===== config.mk =====
export PLATFORM = sky130hd
export DESIGN_NAME = uart_ram_loader_flat
export DESIGN_NICKNAME = d
export VERILOG_FILES = /design/src/rtl/uart_ram_loader_pkg.sv /design/src/rtl/uart_ram_loader_if.sv /design/src/rtl/uart_ram_loader_rx_timeout.sv /design/src/rtl/uart_ram_loader.sv /design/src/flat_wrapper.sv
export SDC_FILE = /design/constraint.sdc
export NUM_CORES = 1
export LEC_CHECK = 0
export BUFFER_PORTS_ARGS = -buffer_cell sky130_fd_sc_hd__buf_2
export CAP_MARGIN = 20
export CORE_UTILIZATION = 60
export DETAILED_ROUTE_END_ITERATION = 8
export PLACE_DENSITY = 0.84
export SYNTH_ARGS = -nofsm -noshare
export SYNTH_HDL_FRONTEND = slang
export SYNTH_SLANG_ARGS = --single-unit

===== constraint.sdc =====
create_clock -name clk_i -period 6.8 [get_ports clk_i]
set_input_delay 1.02 -clock clk_i [delete_from_list [all_inputs] [get_ports clk_i]]
set_output_delay 1.02 -clock clk_i [all_outputs]
set_load 0.05 [all_outputs]

===== src/rtl/uart_ram_loader_pkg.sv =====
// Shared definitions for the UART RAM loader: command and response codes,
// FSM state encodings, response-kind enum and the byte-lane select helper.
package loader_pkg;

   localparam logic [7:0] CMD_WRITE = 8'h01;
   localparam logic [7:0] CMD_READ  = 8'h02;
   localparam logic [7:0] CMD_RUN   = 8'h03;
   localparam logic [7:0] CMD_HALT  = 8'h04;

   localparam logic [7:0] ACK = 8'h06;
   localparam logic [7:0] NAK = 8'h15;

   localparam logic [3:0] S_IDLE     = 4'd0;
   localparam logic [3:0] S_ADDR     = 4'd1;
   localparam logic [3:0] S_LEN      = 4'd2;
   localparam logic [3:0] S_WR_DATA  = 4'd3;
   localparam logic [3:0] S_WR_PULSE = 4'd4;
   localparam logic [3:0] S_RD_REQ   = 4'd5;
   localparam logic [3:0] S_RD_WAIT  = 4'd6;
   localparam logic [3:0] S_RD_SEND  = 4'd7;
   localparam logic [3:0] S_RESP     = 4'd8;
   localparam logic [3:0] S_SUM      = 4'd9;

   // What happens after the response byte in S_RESP has been sent.
   typedef enum logic [1:0] {
      RESP_DONE = 2'd0,   // back to idle
      RESP_SUM  = 2'd1,   // follow with the checksum byte
      RESP_RUN  = 2'd2    // release the CPU, then idle
   } resp_kind_t;

   // Byte lane inside a RAM word for a byte address; lanes is XLEN/8.
   function automatic logic [2:0] lane_sel(input logic [2:0] addr_lo, input int lanes);
      lane_sel = addr_lo & 3'(lanes - 1);
   endfunction

endpackage


===== src/rtl/uart_ram_loader_if.sv =====
// Byte-stream and RAM loader-port bundle for uart_ram_loader.
//   rx_*  : byte stream from uart_rx (valid/ready)
//   tx_*  : byte stream to uart_tx (valid/ready)
//   ram_* : RAM loader port, byte address, lane byte-enables
// master = the loader, slave = the uart/RAM side.
interface uart_ram_loader_if #(
   parameter int XLEN = 32
);
   logic [7:0]        rx_data_i;
   logic              rx_vld_i;
   logic              rx_rdy_o;
   logic [7:0]        tx_data_o;
   logic              tx_vld_o;
   logic              tx_rdy_i;
   logic              ram_en_o;
   logic              ram_we_o;
   logic [XLEN-1:0]   ram_addr_o;
   logic [XLEN-1:0]   ram_wr_data_o;
   logic [XLEN/8-1:0] ram_wr_byte_en_o;
   logic [XLEN-1:0]   ram_rd_data_i;

   modport master (
      input  rx_data_i, rx_vld_i, tx_rdy_i, ram_rd_data_i,
      output rx_rdy_o, tx_data_o, tx_vld_o,
             ram_en_o, ram_we_o, ram_addr_o, ram_wr_data_o, ram_wr_byte_en_o
   );

   modport slave (
      output rx_data_i, rx_vld_i, tx_rdy_i, ram_rd_data_i,
      input  rx_rdy_o, tx_data_o, tx_vld_o,
             ram_en_o, ram_we_o, ram_addr_o, ram_wr_data_o, ram_wr_byte_en_o
   );
endinterface


===== src/rtl/uart_ram_loader_rx_timeout.sv =====
// Inter-byte receive timeout. Down-counter reloaded on clr_i, decremented
// while en_i; expire_o pulses on the cycle the count reaches terminal, so
// the owner reacts exactly TIMEOUT_CYC cycles after the last clear.
//   clk_i, rst_n_i : clock, synchronous active-low reset
//   clr_i          : reload (rx handshake), has priority over expiry
//   en_i           : count enable
//   expire_o       : one-cycle timeout pulse
module rx_timeout #(
   parameter int TIMEOUT_CYC = 1200000
) (
   input  logic clk_i,
   input  logic rst_n_i,
   input  logic clr_i,
   input  logic en_i,
   output logic expire_o
);
   localparam int CW = $clog2(TIMEOUT_CYC + 1);

   logic [CW-1:0] cnt;

   always_ff @(posedge clk_i) begin
      if (!rst_n_i) begin
         cnt <= CW'(TIMEOUT_CYC);
      end else if (clr_i) begin
         cnt <= CW'(TIMEOUT_CYC);
      end else if (en_i && cnt != '0) begin
         cnt <= cnt - 1'b1;
      end
   end

   assign expire_o = en_i && !clr_i && (cnt == CW'(1));
endmodule


===== src/rtl/uart_ram_loader.sv =====
// UART loader/debug bridge: parses WRITE/READ/RUN/HALT commands from the rx
// byte stream, drives the RAM loader port, answers with data/ACK/NAK/checksum
// on the tx stream and owns the CPU reset.
//   clk_i, rst_n_i : clock, synchronous active-low reset
//   bus            : rx/tx byte streams and RAM port (master side)
//   cpu_rst_n_o    : 0 holds the CPU halted
//   busy_o         : high whenever the FSM is not idle
//
// state      | meaning
// S_IDLE     | waiting for a command byte
// S_ADDR     | collecting little-endian address bytes
// S_LEN      | collecting little-endian length bytes
// S_WR_DATA  | waiting for the next write data byte
// S_WR_PULSE | one-cycle RAM write of the byte
// S_RD_REQ   | one-cycle RAM read strobe
// S_RD_WAIT  | waiting out the RAM read latency
// S_RD_SEND  | presenting the read byte on tx
// S_RESP     | sending ACK/NAK
// S_SUM      | sending the checksum
module uart_ram_loader
   import loader_pkg::*;
#(
   parameter int XLEN        = 32,
   parameter int LEN_W       = 16,
   parameter int TIMEOUT_CYC = 1200000,
   parameter int RD_LAT      = 1
) (
   input  logic              clk_i,
   input  logic              rst_n_i,
   uart_ram_loader_if.master bus,
   output logic              cpu_rst_n_o,
   output logic              busy_o
);
   localparam int AB = XLEN / 8;
   localparam int LB = LEN_W / 8;
   localparam int WW = (RD_LAT > 1) ? $clog2(RD_LAT) : 1;
   localparam logic [AB-1:0] BE_ONE = AB'(1);

   logic [3:0]       state;
   resp_kind_t       resp_kind;
   logic             is_read;
   logic             cpu_run;
   logic             rdy_q;
   logic [XLEN-1:0]  addr;
   logic [LEN_W-1:0] len;
   logic [2:0]       hdr_cnt;
   logic [7:0]       sum;
   logic [7:0]       tx_byte;
   logic [7:0]       wr_byte;
   logic [WW-1:0]    wait_cnt;

   logic             rx_hs, tx_hs, tmo_en, tmo;
   logic             ram_en, ram_we;
   logic [2:0]       lane;
   logic [7:0]       rd_byte;
   logic [LEN_W-1:0] len_full;

   assign rx_hs  = bus.rx_vld_i && bus.rx_rdy_o;
   assign tx_hs  = bus.tx_vld_o && bus.tx_rdy_i;
   assign tmo_en = (state == S_ADDR) || (state == S_LEN) || (state == S_WR_DATA);
   assign lane   = lane_sel(addr[2:0], AB);
   // len is cleared at the command byte, so OR-ing in each byte assembles it.
   assign len_full = len | (LEN_W'(bus.rx_data_i) << {hdr_cnt, 3'b000});

   always_comb begin
      rd_byte = '0;
      for (int i = 0; i < AB; i++) begin
         if (lane == 3'(i)) rd_byte = bus.ram_rd_data_i[8*i +: 8];
      end
   end

   rx_timeout #(.TIMEOUT_CYC(TIMEOUT_CYC)) u_rx_timeout (
      .clk_i    (clk_i),
      .rst_n_i  (rst_n_i),
      .clr_i    (rx_hs),
      .en_i     (tmo_en),
      .expire_o (tmo)
   );

   assign ram_en = (state == S_WR_PULSE) || (state == S_RD_REQ);
   assign ram_we = (state == S_WR_PULSE);

   assign bus.ram_en_o         = ram_en;
   assign bus.ram_we_o         = ram_we;
   assign bus.ram_addr_o       = ram_en ? addr : '0;
   assign bus.ram_wr_data_o    = ram_we ? {AB{wr_byte}} : '0;
   assign bus.ram_wr_byte_en_o = ram_we ? (BE_ONE << lane) : '0;

   // rdy_q keeps rx_rdy_o low through reset and the first cycle after it.
   assign bus.rx_rdy_o  = rdy_q && tmo_en || rdy_q && (state == S_IDLE);
   assign bus.tx_vld_o  = (state == S_RESP) || (state == S_SUM) || (state == S_RD_SEND);
   assign bus.tx_data_o = tx_byte;
   assign busy_o        = (state != S_IDLE);
   assign cpu_rst_n_o   = cpu_run;

   always_ff @(posedge clk_i) begin
      if (!rst_n_i) begin
         state     <= S_IDLE;
         resp_kind <= RESP_DONE;
         is_read   <= 1'b0;
         cpu_run   <= 1'b0;
         rdy_q     <= 1'b0;
         addr      <= '0;
         len       <= '0;
         hdr_cnt   <= '0;
         sum       <= '0;
         tx_byte   <= '0;
         wr_byte   <= '0;
         wait_cnt  <= '0;
      end else begin
         rdy_q <= 1'b1;
         case (state)
            S_IDLE: if (rx_hs) begin
               addr    <= '0;
               len     <= '0;
               hdr_cnt <= '0;
               sum     <= '0;
               case (bus.rx_data_i)
                  CMD_WRITE, CMD_READ: begin
                     if (cpu_run) begin
                        tx_byte   <= NAK;
                        resp_kind <= RESP_DONE;
                        state     <= S_RESP;
                     end else begin
                        is_read <= (bus.rx_data_i == CMD_READ);
                        state   <= S_ADDR;
                     end
                  end
                  CMD_RUN: begin
                     tx_byte   <= ACK;
                     resp_kind <= RESP_RUN;
                     state     <= S_RESP;
                  end
                  CMD_HALT: begin
                     cpu_run   <= 1'b0;
                     tx_byte   <= ACK;
                     resp_kind <= RESP_DONE;
                     state     <= S_RESP;
                  end
                  default: begin
                     tx_byte   <= NAK;
                     resp_kind <= RESP_DONE;
                     state     <= S_RESP;
                  end
               endcase
            end
            S_ADDR: begin
               if (rx_hs) begin
                  addr <= addr | (XLEN'(bus.rx_data_i) << {hdr_cnt, 3'b000});
                  if (hdr_cnt == 3'(AB - 1)) begin
                     hdr_cnt <= '0;
                     state   <= S_LEN;
                  end else begin
                     hdr_cnt <= hdr_cnt + 1'b1;
                  end
               end else if (tmo) begin
                  tx_byte   <= NAK;
                  resp_kind <= RESP_DONE;
                  state     <= S_RESP;
               end
            end
            S_LEN: begin
               if (rx_hs) begin
                  len <= len_full;
                  if (hdr_cnt == 3'(LB - 1)) begin
                     if (len_full == '0) begin
                        tx_byte   <= ACK;
                        resp_kind <= RESP_SUM;
                        state     <= S_RESP;
                     end else begin
                        state <= is_read ? S_RD_REQ : S_WR_DATA;
                     end
                  end else begin
                     hdr_cnt <= hdr_cnt + 1'b1;
                  end
               end else if (tmo) begin
                  tx_byte   <= NAK;
                  resp_kind <= RESP_DONE;
                  state     <= S_RESP;
               end
            end
            S_WR_DATA: begin
               if (rx_hs) begin
                  wr_byte <= bus.rx_data_i;
                  state   <= S_WR_PULSE;
               end else if (tmo) begin
                  tx_byte   <= NAK;
                  resp_kind <= RESP_DONE;
                  state     <= S_RESP;
               end
            end
            S_WR_PULSE: begin
               addr <= addr + 1'b1;
               sum  <= sum + wr_byte;
               len  <= len - 1'b1;
               if (len == LEN_W'(1)) begin
                  tx_byte   <= ACK;
                  resp_kind <= RESP_SUM;
                  state     <= S_RESP;
               end else begin
                  state <= S_WR_DATA;
               end
            end
            S_RD_REQ: begin
               wait_cnt <= WW'(RD_LAT - 1);
               state    <= S_RD_WAIT;
            end
            S_RD_WAIT: begin
               if (wait_cnt == '0) begin
                  tx_byte <= rd_byte;
                  state   <= S_RD_SEND;
               end else begin
                  wait_cnt <= wait_cnt - 1'b1;
               end
            end
            S_RD_SEND: if (tx_hs) begin
               sum  <= sum + tx_byte;
               addr <= addr + 1'b1;
               len  <= len - 1'b1;
               if (len == LEN_W'(1)) begin
                  tx_byte   <= ACK;
                  resp_kind <= RESP_SUM;
                  state     <= S_RESP;
               end else begin
                  state <= S_RD_REQ;
               end
            end
            S_RESP: if (tx_hs) begin
               case (resp_kind)
                  RESP_SUM: begin
                     tx_byte <= sum;
                     state   <= S_SUM;
                  end
                  RESP_RUN: begin
                     cpu_run <= 1'b1;
                     state   <= S_IDLE;
                  end
                  default: state <= S_IDLE;
               endcase
            end
            S_SUM: if (tx_hs) state <= S_IDLE;
            default: state <= S_IDLE;
         endcase
      end
   end
endmodule

===== src/flat_wrapper.sv =====
// flat-port wrapper written by rule: the top's interface ports become plain ports
module uart_ram_loader_flat import loader_pkg::*;
#(
   parameter int XLEN        = 32,
   parameter int LEN_W       = 16,
   parameter int TIMEOUT_CYC = 1200000,
   parameter int RD_LAT      = 1
)
  (clk_i, rst_n_i, cpu_rst_n_o, busy_o, bus_rx_data_i, bus_rx_vld_i, bus_tx_rdy_i, bus_ram_rd_data_i, bus_rx_rdy_o, bus_tx_data_o, bus_tx_vld_o, bus_ram_en_o, bus_ram_we_o, bus_ram_addr_o, bus_ram_wr_data_o, bus_ram_wr_byte_en_o);
  uart_ram_loader_if #(.XLEN(XLEN)) bus_i ();
  input  logic clk_i;
  input  logic rst_n_i;
  output logic cpu_rst_n_o;
  output logic busy_o;
  input wire logic [$bits(bus_i.rx_data_i)-1:0] bus_rx_data_i;
  input wire logic [$bits(bus_i.rx_vld_i)-1:0] bus_rx_vld_i;
  input wire logic [$bits(bus_i.tx_rdy_i)-1:0] bus_tx_rdy_i;
  input wire logic [$bits(bus_i.ram_rd_data_i)-1:0] bus_ram_rd_data_i;
  output wire logic [$bits(bus_i.rx_rdy_o)-1:0] bus_rx_rdy_o;
  output wire logic [$bits(bus_i.tx_data_o)-1:0] bus_tx_data_o;
  output wire logic [$bits(bus_i.tx_vld_o)-1:0] bus_tx_vld_o;
  output wire logic [$bits(bus_i.ram_en_o)-1:0] bus_ram_en_o;
  output wire logic [$bits(bus_i.ram_we_o)-1:0] bus_ram_we_o;
  output wire logic [$bits(bus_i.ram_addr_o)-1:0] bus_ram_addr_o;
  output wire logic [$bits(bus_i.ram_wr_data_o)-1:0] bus_ram_wr_data_o;
  output wire logic [$bits(bus_i.ram_wr_byte_en_o)-1:0] bus_ram_wr_byte_en_o;
  assign bus_i.rx_data_i = bus_rx_data_i;
  assign bus_i.rx_vld_i = bus_rx_vld_i;
  assign bus_i.tx_rdy_i = bus_tx_rdy_i;
  assign bus_i.ram_rd_data_i = bus_ram_rd_data_i;
  assign bus_rx_rdy_o = bus_i.rx_rdy_o;
  assign bus_tx_data_o = bus_i.tx_data_o;
  assign bus_tx_vld_o = bus_i.tx_vld_o;
  assign bus_ram_en_o = bus_i.ram_en_o;
  assign bus_ram_we_o = bus_i.ram_we_o;
  assign bus_ram_addr_o = bus_i.ram_addr_o;
  assign bus_ram_wr_data_o = bus_i.ram_wr_data_o;
  assign bus_ram_wr_byte_en_o = bus_i.ram_wr_byte_en_o;
  uart_ram_loader #(.XLEN(XLEN), .LEN_W(LEN_W), .TIMEOUT_CYC(TIMEOUT_CYC), .RD_LAT(RD_LAT)) u_core (.clk_i(clk_i), .rst_n_i(rst_n_i), .bus(bus_i), .cpu_rst_n_o(cpu_rst_n_o), .busy_o(busy_o));
endmodule

Word level (Yosys, flattened, before mapping)

Cells that the tools add are included.

Add/sub/neg operators: 7
Equality and inequality tests: 38
Shift-type cells: 3
Muxes and demuxes: 76
Bitwise gates (word level): 4
Reductions and logical operators: 41

Operators with widths:

| operator                                                             | count |
|---|---|
| 32-bit 2-to-1 mux                                                    | 5 |
| 8-bit 2-to-1 mux                                                     | 18 |
| 32-bit one-hot mux with 4 select lines                               | 1 |
| 4-bit 2-to-1 mux                                                     | 18 |
| 16-bit one-hot mux with 4 select lines                               | 1 |
| 8-bit one-hot mux with 7 select lines                                | 1 |
| 16-bit 2-to-1 mux                                                    | 3 |
| 4-bit one-hot mux with 10 select lines                               | 1 |
| 32-bit by 1-bit adder with 32-bit output, second input constant      | 1 |
| 32-bit OR                                                            | 1 |
| 8-bit by 6-bit << shifter with 32-bit output                         | 1 |
| 8-bit one-hot mux with 3 select lines                                | 1 |
| 21-bit by 1-bit == test with 1-bit output, second input constant     | 1 |
| 21-bit nonzero test                                                  | 1 |
| 21-bit by 1-bit subtractor with 21-bit output, second input constant | 1 |
| 2-bit 2-to-1 mux                                                     | 9 |
| 3-bit 2-to-1 mux                                                     | 6 |
| 2-bit inequality test, second input constant                         | 9 |
| 8-bit adder                                                          | 2 |
| 16-bit by 1-bit == test with 1-bit output, second input constant     | 1 |
| 4-bit by 3-bit == test with 1-bit output, second input constant      | 4 |
| 8-bit by 2-bit == test with 1-bit output, second input constant      | 2 |
| 16-bit zero test                                                     | 1 |
| 16-bit OR                                                            | 1 |
| 41 further kinds                                                     | 79 |

Flip-flop bits (word level): 106
Input bits: 44
Output and inout port bits: 82
Logic and storage cells: 182

Logic depth before layout (Yosys ltp)

Word-level depth: 12
Depth in mapped cells: 13
Gate-level depth less buffers: 11

Cells and area by module

From an unflattened synthesis, not the netlist that was laid out.

Cell total of the unflattened synthesis: 1030
Area, all modules: 7818.7 µm²

Modules (own cells, without submodules):

| module          | times used | cells an instance | area an instance (µm²) | sequential area each (µm²) |
|---|---|---|---|---|
| uart_ram_loader | 1          | 898               | 6622.6                 | 1681.6 |
| rx_timeout      | 1          | 132               | 1196.1                 | 420.4 |

Worst setup path before layout

OpenSTA, ideal clock, no wires.

Path kind: reg2out
Start point: register u_core.addr[0]
End point: output port bus_ram_wr_byte_en_o[3]
Data arrival time: 2.540 ns
Data required time: 5.780 ns
Path slack: 3.240 ns
Cell stages (with the launch flop): 5
Path buffers: 1
Cell sequence: dfxtp_1 > ha_1 > clkbuf_1 > inv_1 > nor4_1

Word-level cells in the longest chain between the ends: 2

Ends and longest elaborated chain:

| what                                        | line                   | RTL |
|---|---|---|
| start: declaration                          | uart_ram_loader.sv:44  | `logic [XLEN-1:0] addr;` |
| start signal: assignment                    | uart_ram_loader.sv:149 | `addr <= addr \| (XLEN'(bus.rx_data_i) << {hdr_cnt, 3'b000});` |
| start signal: assignment                    | uart_ram_loader.sv:193 | `addr <= addr + 1'b1;` |
| start signal: assignment                    | uart_ram_loader.sv:218 | `addr <= addr + 1'b1;` |
| 1-bit by 2-bit << shifter with 4-bit output | uart_ram_loader.sv:87  | `assign bus.ram_wr_byte_en_o = ram_we ? (BE_ONE << lane) : '0;` |
| 4-bit 2-to-1 mux                            | uart_ram_loader.sv:87  |  |
| end: declaration                            | flat_wrapper.sv:26     | `output wire logic [$bits(bus_i.ram_wr_byte_en_o)-1:0] bus_ram_wr_byte_en_o;` |

No other way between the ends.

Final worst setup path

Start point: register u_core.state[0]
End point: register u_core.sum[7]

Word-level cells in the longest chain between the ends: 8
Elaborated cells between the ends (all ways): 22
Classes of those cells: eq/ne: 9; mux: 1; reduce/logical: 12

Ends and longest elaborated chain:

| what                                                                                                 | line                   | RTL |
|---|---|---|
| start: declaration                                                                                   | uart_ram_loader.sv:39  | `logic [3:0] state;` |
| start signal: assignment                                                                             | uart_ram_loader.sv:171 | `state <= is_read ? S_RD_REQ : S_WR_DATA;` |
| 4-bit by 1-bit == test with 1-bit output or 4-bit by 2-bit == test with 1-bit output (tied branches) | uart_ram_loader.sv:60  | `assign tmo_en = (state == S_ADDR) \|\| (state == S_LEN) \|\| (state == S_WR_DATA);` |
| 1-bit logical OR (2 in a row)                                                                        | uart_ram_loader.sv:60  |  |
| 1-bit logical AND                                                                                    | uart_ram_loader.sv:90  | `assign bus.rx_rdy_o = rdy_q && tmo_en \|\| rdy_q && (state == S_IDLE);` |
| 1-bit logical OR                                                                                     | uart_ram_loader.sv:90  |  |
| 1-bit logical AND                                                                                    | uart_ram_loader.sv:58  | `assign rx_hs = bus.rx_vld_i && bus.rx_rdy_o;` |
| 2-bit inequality test (no line)                                                                      | --                     |  |
| 3-bit AND reduction (no line)                                                                        | --                     |  |
| end signal: assignment                                                                               | uart_ram_loader.sv:194 | `sum <= sum + wr_byte;` |
| end signal: assignment                                                                               | uart_ram_loader.sv:217 | `sum <= sum + tx_byte;` |
| end: declaration                                                                                     | uart_ram_loader.sv:47  | `logic [7:0] sum;` |

Several ways; a longest one is shown, not always the timed one.
A chain may end at the register's enable or synchronous reset.

==> results.md <==
- Status: completed
- Initial core utilization: between 60% and 70%
- DR pass1 iterations: 5
- Initial antenna violation count: 1
- # IOs: 126
- Htree depth: 3
- Syn avg cell area: 7.46 um2
- CTS tree: done
- CP bufs+invs: 0
- Root Buffer: clkbuf_16
- Die area: approximately 13000 um2
- Worst hold path type: reg -> reg
- Max Freq: approximately 250 MHz
- Cell Area, Synth: 7580 um2
- Setup Buffers After CTS: 0
- DIE HEIGHT: 114 um
- 1st-iter DRT viols: roughly 1100
- Yosys cell types: 85
- Setup slack after placement: 3040 ps
- PostCTS Resize Cnt: 0
- CTS Buf Count: 9
- Crit path time final: 3960 ps
- Clock transition at the registers of the reported paths: about 80 ps
- FF-to-FF End: u_core.sum[7]
- Placed Area: ~8000 um2
- Worst Max-Slew Pin Slew: around 1100 ps
- Layout cell share with drive strength beyond 1: 17.5%
- DP Cell Count: around 1200
- Skew-Pair Late Insertion Delay: 360 ps
- First-pass GRT wire length: between 30000 and 40000 um
- Core Footprint: 12200 um2
- Net Count, Synth: 1081
- Total power: about 1.9 mW
- Critical path's top delay family: compound AO/OA/AOI/OAI gates
- Tot GR Track Use: 34.1%
- FFs w/ async S/R, synth: 0%
- Max Clock Skew: between 10 and 15 ps
- Max-cap viol count: 0
- Register area share after synthesis: 27.7%
- Area growth syn-to-layout: 9.66%
- PD cells: roughly 230 nW/um2
- Kind of critical path: reg -> reg
- GP Congestion: 0.998
- Hold Path Origin: u_core.wr_byte[7]
- Worst reg-to-reg setup slack: approximately 2800 ps
- Vias in the first global route: 6991
- Sink Count: 105
- M1 WL: 9260 um
- Lkg Pwr: around 3.2 nW
- CP Cell Sequence: nand4b_1 > mux2_2 > ha_1 > a21oi_1 > o211ai_1 > a2111oi_0 > nor3_1 > a21boi_0 > a311o_1
- Max incr delay on CP: 830 ps
- Largest net degree at the start of global routing: 47
- EDFF count, synth: 0
- Post-synthesis instance total: 1016
- Clock buffer depth: 2
- Final setup margin: approximately 2800 ps
- Drt wl/cell: 17.9 um
- Fillers: 1051
- Antenna Cells: 0
- GRT overflow: 0
- Vias per cell: 6.53
- Final setup violation count: 0
- Setup TNS: 0 ps
- ANT nets after route: 0
- DIE WIDTH: between 100 and 150 um
- Fin area: 8310 um2
- Startpoint types: register
- Worst vdd ir: approximately 0.2 mV
- Hold Slack: between 400 and 500 ps
- Worst Path Required: 7050 ps
- DRC viols: 0
- Top FF cell, synth: dfxtp_1
- Metal2 WL: approximately 10000 um
- DR vias: 8075
- Max Used Layer: met5
- RSZ-0062 raised after global routing: false
- Hold buffers post-CTS: 0
- Synth Register Bits: about 110
- Final count of pins violating max slew: 0
- YS warnings: 0
- R2R depth: 9
- Hold Vio Cnt, Final: 0
- FP Rows: 40
- Min-Delay Path Depth: 2
- I/O Buffers: ~130
- Routed wire length: roughly 22000 um
- Reg-to-reg critical path startpoint: u_core.state[0]
- Hold Path End: u_core.wr_byte[7]
- Max_slew headroom: approximately 25%
- Non-Filler Instances: 1236
- Crit share post-route: 58.2%
- Crit end category: register
- Crit path DAT: 4210 ps
- Final HPWL DP: 15200 um
- CP max FO: 27
- Nets: between 1000 and 1500
- Slowest CP cell: dfxtp_1
- Fin util: about two thirds
- Met3 wire len: 2030 um
[synth_stat cells (10+ instances only)]
cell	number	area, um2
nand2_1	70	263
inv_1	26	97.6
nor3_1	39	195
xnor2_1	13	114
mux2i_1	10	100
buf_2	10	50.1
buf_4	24	180
nand3_1	28	140
nand4_1	21	131
nand2b_1	12	75.1
o32ai_1	11	96.3
a21oi_1	96	480
nor2_1	106	398
clkbuf_1	58	218
ha_1	20	250
a22oi_1	18	135
a31oi_1	17	106
and2_1	44	275
o21ai_0	67	335
dfxtp_1	105	2100
o22ai_1	17	106
nor4_1	18	113
[layout by cell type (no fill, tap or decap), types with 10 or more instances in the layout]
| master | instances |
|---|---|
| nand3_1 | 28 |
| nand2b_1 | 12 |
| nor3_1 | 38 |
| nor4_1 | 18 |
| xnor2_1 | 13 |
| ha_1 | 20 |
| dfxtp_1 | 105 |
| a21oi_1 | 95 |
| mux2i_1 | 10 |
| nand4_1 | 21 |
| a22oi_1 | 18 |
| nand2_1 | 70 |
| o32ai_1 | 11 |
| nor2_1 | 106 |
| o21ai_0 | 67 |
| buf_2 | 125 |
| a31oi_1 | 17 |
| o22ai_1 | 17 |
| and2_1 | 44 |
| buf_4 | 11 |
| inv_1 | 26 |
[state kept, by name, summed over array words and instances (netlist names)]
| name | count |
|---|---|
| u_core.addr | 32 |
| u_core.bus.tx_data_o | 8 |
| u_core.cpu_rst_n_o | 1 |
| u_core.hdr_cnt | 3 |
| u_core.is_read | 1 |
| u_core.len | 16 |
| u_core.rdy_q | 1 |
| u_core.resp_kind | 2 |
| u_core.state | 4 |
| u_core.sum | 8 |
| u_core.u_rx_timeout.cnt | 21 |
| u_core.wr_byte | 8 |
[cell families after synthesis]
group,after synthesis,share of synthesized area [%]
fa+ha+maj,21,3.56
flops,105,27.7
buf+inv,128,7.69
mux,17,2.36
xor+xnor,22,2.54
simple gates,417,29.9
compound gates,306,26.3
[layout make-up]
class | instances | area, um2 | share of cell area (%)
multi-input cells | 783 | 4900 | 59.0
flip-flops and latches | 105 | 2100 | 25.3
repair buffers | 136 | 708 | 8.52
clock buffers | 11 | 243 | 2.92
well taps | 168 | 210 | 2.53
inverters | 28 | 105 | 1.26
clock inverters | 5 | 40.0 | 0.482
[metal layers]
| metal | vias to the layer above | global-route usage (%) |
|---|---|---|
| li1 | 3823 | - |
| met4 | 2 | 15.5 |
| met1 | 3710 | 45.8 |
| met5 | - | 0 |
| met2 | 462 | 52.4 |
| met3 | 78 | 7.15 |
[power breakdown]
group | internal (mW) | leakage [nW] | switching (mW)
Clock | 0.261 | 0.128 | 0.249
Combinational | 0.220 | 2.20 | 0.468
Sequential | 0.650 | 0.848 | 0.0454
Total | 1.13 | 3.18 | 0.763
[worst min-delay path: cells and delay by family (launching register included)]
kind / cells / cell delay, ps
AO/OA/AOI/OAI: 2 / 130
flip-flops: 1 / 320
[worst max path at each step]
stage,startpoint,end,slack [ps],cells after the start
finish,u_core.state[0],u_core.sum[7],2840,9
global route,u_core.state[0],u_core.sum[7],2610,9
floorplan,u_core.addr[0],bus_ram_wr_byte_en_o[3],3240,4
CTS,u_core.state[0],u_core.sum[7],3020,9
global placement,u_core.state[0],u_core.sum[7],3200,9
detailed placement,u_core.state[0],u_core.sum[7],3040,9
(Power assumes the default switching activity.)
